<file path="config.mk">
export PLATFORM = sky130hd
export DESIGN_NAME = mem_arbiter
export DESIGN_NICKNAME = d
export VERILOG_FILES = /design/src/rtl/mem_arbiter.sv
export SDC_FILE = /design/constraint.sdc
export NUM_CORES = 1
export LEC_CHECK = 0
export CORE_AREA = 2 2 226 228
export DETAILED_ROUTE_END_ITERATION = 8
export DIE_AREA = 0 0 228 230
export GPL_TIMING_DRIVEN = 0
export PLACE_DENSITY = 0.5
export SLEW_MARGIN = 20
export SYNTH_ARGS = -nofsm -noshare
export SYNTH_HDL_FRONTEND = slang
export SYNTH_SLANG_ARGS = --single-unit
</file>
<file path="constraint.sdc">
create_clock -name clk -period 2.5 [get_ports clk]
set_input_delay 0.5 -clock clk [delete_from_list [all_inputs] [get_ports clk]]
set_output_delay 0.5 -clock clk [all_outputs]
set_load 0.005 [all_outputs]
</file>
<file path="src/rtl/mem_arbiter.sv">
// Two-port arbiter in front of a single-ported data memory (MEM stage + loader).
// Define ARB_ROUND_ROBIN_EN for round-robin conflicts; default is fixed port-0 priority.
module mem_arbiter #(
  parameter int MEM_BYTES = 64
) (
  input  logic        clk,
  input  logic        reset,
  input  logic        req0,
  input  logic        req1,
  input  logic        we0,
  input  logic        we1,
  input  logic [63:0] addr0,
  input  logic [63:0] addr1,
  input  logic [63:0] wdata0,
  input  logic [63:0] wdata1,
  output logic        ack0,
  output logic        ack1,
  output logic        err0,
  output logic        err1,
  output logic [63:0] rdata0,
  output logic [63:0] rdata1,
  output logic [63:0] Mem_Addr,
  output logic [63:0] Write_Data,
  output logic        MemWrite,
  output logic        MemRead,
  input  logic [63:0] Read_Data
);

  typedef enum logic [1:0] {
    IDLE,
    SERVE,
    RESP
  } state_t;

  localparam logic [63:0] LIMIT = 64'(MEM_BYTES - 8);

  state_t      state_q;
  logic        port_q;
  logic        we_q;
  logic [63:0] addr_q;
  logic [63:0] wdata_q;
  logic        ack0_q, ack1_q;
  logic        err0_q, err1_q;
  logic [63:0] rdata0_q, rdata1_q;

  logic        gnt_d;
  logic        in_range;
  logic        serve;

`ifdef ARB_ROUND_ROBIN_EN
  // prio_q names the port that wins the next conflict
  logic prio_q;

  always_comb begin
    gnt_d = (req0 && req1) ? prio_q : req1;
  end

  always_ff @(posedge clk) begin
    if (reset) begin
      prio_q <= 1'b0;
    end else if (state_q == IDLE && (req0 || req1)) begin
      prio_q <= ~gnt_d;
    end
  end
`else
  always_comb begin
    gnt_d = ~req0;
  end
`endif

  assign in_range = (addr_q <= LIMIT);
  assign serve    = (state_q == SERVE);

  always_ff @(posedge clk) begin
    if (reset) begin
      state_q  <= IDLE;
      port_q   <= 1'b0;
      we_q     <= 1'b0;
      addr_q   <= '0;
      wdata_q  <= '0;
      ack0_q   <= 1'b0;
      ack1_q   <= 1'b0;
      err0_q   <= 1'b0;
      err1_q   <= 1'b0;
      rdata0_q <= '0;
      rdata1_q <= '0;
    end else begin
      ack0_q <= 1'b0;
      ack1_q <= 1'b0;
      err0_q <= 1'b0;
      err1_q <= 1'b0;
      unique case (state_q)
        IDLE: begin
          if (req0 || req1) begin
            port_q  <= gnt_d;
            we_q    <= gnt_d ? we1 : we0;
            addr_q  <= gnt_d ? addr1 : addr0;
            wdata_q <= gnt_d ? wdata1 : wdata0;
            state_q <= SERVE;
          end
        end
        SERVE: begin
          if (!we_q) begin
            if (port_q) rdata1_q <= in_range ? Read_Data : '0;
            else        rdata0_q <= in_range ? Read_Data : '0;
          end
          if (port_q) begin
            ack1_q <= 1'b1;
            err1_q <= ~in_range;
          end else begin
            ack0_q <= 1'b1;
            err0_q <= ~in_range;
          end
          state_q <= RESP;
        end
        RESP: begin
          state_q <= IDLE;
        end
        default: begin
          state_q <= IDLE;
        end
      endcase
    end
  end

  assign ack0       = ack0_q;
  assign ack1       = ack1_q;
  assign err0       = err0_q;
  assign err1       = err1_q;
  assign rdata0     = rdata0_q;
  assign rdata1     = rdata1_q;
  assign Mem_Addr   = serve ? addr_q : '0;
  assign Write_Data = serve ? wdata_q : '0;
  assign MemWrite   = serve && we_q && in_range;
  assign MemRead    = serve && !we_q && in_range;

endmodule

</file>
==> flow_metrics.tcl <==
set metrics [dict create \
    yosysSeqAreaShare_pct 46.14 \
    die-area_mm2 0.05244 \
    grt_usage_pct 19.68 \
    worstHoldStart "rdata1[34]" \
    stdcell_area_mm2 0.01956 \
    synthTopCellsByCount "264 x dfxtp_1, 135 x nor2_1, 131 x nand2_1" \
    cts_made_buffers 34 \
    dominantRegCellSynth "dfxtp_1" \
    synthTopCellsByArea "dfxtp_1 46%, mux2i_1 11%, a211oi_1 8.5%, o31ai_1 8.4%, and2_1 7.0%" \
    worst_slew_pin_slew_ps 986.6 \
    failed_checks "negative setup slack" \
    vias_per_cell 4.482 \
    setup_viol 2 \
    synth-seq-cells 264 \
    grt_max_degree 13 \
    fillers 5179 \
    hold_viol 0 \
    cts-root-buf "clkbuf_16" \
    drv_slew 0 \
    synth_area_leader_cell "dfxtp_1" \
    wl_met2_um 26640 \
    syn-num-nets 1587 \
    required_ps 2000 \
    drt-total-wl_um 53240 \
    m1WireLength_um 21670 \
    crit_fanout 5 \
    synthCells 1261 \
    clockBufferDepth 3 \
    drtAntennaViolNets 0 \
    drive_gt1_share_pct 10.07 \
    maxCapViolCount 0 \
    worst_setup_path_end_kind "primary output" \
    min_period_ps 2856 \
    vias 11620 \
    final-seq-area_mm2 0.005299 \
    holdPathStages 2 \
    finalCritPeriodShare_pct 114.3 \
    finalPower_mw 11.71 \
    clock_sinks 264 \
    synthArstFlopShare_pct 0 \
    fin_skew_ps 16.47 \
    arrival_ps 2360 \
    placed_cell_area_mm2 0.01815 \
    ir_worst_vdd_mv 0.3914 \
    crit_buf_inv 1 \
    synth_edf_count 0 \
    routed.top_layer "met5" \
    status "finished with violations" \
    cts_tree "yes" \
    die_h_um 230 \
    holdBufCountCts 0 \
    worst_skew_pair.late_latency_ps 530 \
    fmax_mhz 350.1 \
    setup_slack_ps -356.5 \
    start_kind "register" \
    post-dp-hpwl_um 42150 \
    nets 2219 \
    grt_antenna_before_repair 10 \
    start_util_pct 22.97 \
    ys_types 22 \
    rows 82 \
    synth_most_common_cell "dfxtp_1" \
    grt_pass1_wl_um 77650 \
    reg2reg_from "addr_q[47]" \
    drc 0 \
    rsz0062_at_grt "yes" \
    die_x_um 228 \
    ys_warn_count 0 \
    critPathMaxStageDelay_ps 660 \
    first_pass_iters 4 \
    grt-ovfl-total 0 \
    clkTransAtPathRegs_ps 60 \
    r2r_end "rdata0[55]" \
    worst-setup-path-type "register to primary output" \
    fin_util_pct 39.22 \
    core_area_mm2 0.04986 \
    crit_chain "nor4_4 > nand3_2 > or4_4 > nor3_2 > buf_2" \
    r2r_slack_ps 120 \
    gp_congestion 0.8299 \
    tns_ps -692.0 \
    wl_met3_um 3799 \
    yosys.area.top_type_share_pct 46.14 \
    min_to "rdata1[34]" \
    htreeDepth 2 \
    pin_count 588 \
    drt_iter0_markers 387 \
    leakagePower_nw 7.640 \
    hold_path.class "register to register" \
    synthToLayoutAreaGrowth_pct 70.73 \
    syn_area_mm2 0.01145 \
    cp_slowest_cell "or4_4" \
    port_buffers 585 \
    slew_headroom_pct 34.23 \
    cellPowerDensity_mw_per_mm2 598.6 \
    first_global_vias 12130 \
    critPathTopFamily "simple AND/OR/NAND/NOR gates" \
    synth.avg_cell_area_um2 9.083 \
    r2r_cells 7 \
    post_drt_wl_per_cell_um 20.54 \
    multi_input_area_mm2 0.005791 \
]
==> per-layer routing <==
metal / GRT usage (%) / vias up
li1: - / 5729
met1: 22.36 / 5400
met2: 35.61 / 412
met3: 5.853 / 68
met4: 5.474 / 8
met5: 0 / -
==> through the flow <==
step                worst slack, ps  hold slack (ps)  std cells
floorplan                     275.0            449.5       1261
global placement              -1104            434.4       2518
detailed placement            -1057            438.5       2518
CTS                          -480.1            392.4       2587
global route                 -459.6            464.8       2591
finish                       -356.5            448.8       2592
==> worst min-delay path, cell delays in order, from the launching register on <==
cell and delay [ps]:
dfxtp_1 320, nand2_1 50, o31ai_1 50
==> worst max path at each step <==
stage                     from       end  slack [ps]  depth (start not counted)
floorplan           addr_q[44]   MemRead         280                          6
global placement    addr_q[46]   MemRead       -1100                          7
detailed placement  addr_q[46]   MemRead       -1060                          7
CTS                 addr_q[49]   MemRead        -480                          6
global route        addr_q[47]  MemWrite        -460                          5
finish              addr_q[47]  MemWrite        -360                          5
==> report_power, final <==
group          leakage [nW]  total (mW)  switching (mW)  internal, mW
logic                  4.91        2.04           0.986          1.05
registers              2.16        4.63           0.173          4.46
clock network         0.567        5.03            1.92          3.11
total                  7.64        11.7            3.08          8.63
==> area by class of cell <==
type                    count  share of cell area [%]
flip-flops and latches    264                   27.10
multi-input cells         879                   29.61
plain buffers             116                   3.519
clock inverters            10                  0.6782
clock buffers              49                   5.157
well taps                 672                   4.300
repair buffers            598                   29.59
diodes                      4                 0.05119
==> registers in the layout (all words and copies together) (netlist names) <==
name and count:
rdata1 64, ack0 1, state_q 2, rdata0 64
err1 1, we_q 1, port_q 1, addr_q 64
err0 1, wdata_q 64, ack1 1
==> cells in the final DEF, fill, tap and decap left out, types with 7 or more instances in the layout <==
master             n
clkdlybuf4s50_1  462
dfxtp_1          257
nor2_1           135
nand2_1          131
a211oi_1         130
mux2i_1          129
o31ai_1          128
and2_1           125
clkbuf_1          88
nand2b_1          65
clkbuf_16         38
clkbuf_2          35
dlygate4sd2_1     27
clkdlybuf4s15_1   24
clkdlybuf4s15_2   24
buf_2             20
clkbuf_8          13
buf_6             10
buf_4              9
buf_8              7
nor4_1             7
==> kinds of logic (layout without fill, tap and decap cells) <==
family | Yosys count | count (layout) | synth area share [%]
other | 0 | 4 | 0
AND/OR/NAND/NOR | 490 | 490 | 21.00
buffers and inverters | 118 | 773 | 4.544
multiplexers | 129 | 129 | 11.27
flip-flops | 264 | 264 | 46.14
AO/OA/AOI/OAI | 260 | 260 | 17.04
==> repair_timing <==
action,4_1_cts,5_1_grt
gates cloned,1,1
setup buffers,10,2
gates resized for setup,303,93
pin swaps,9,7
endpoints found under the setup margin,284,79
Note: power is estimated with default switching activity, not from simulation.
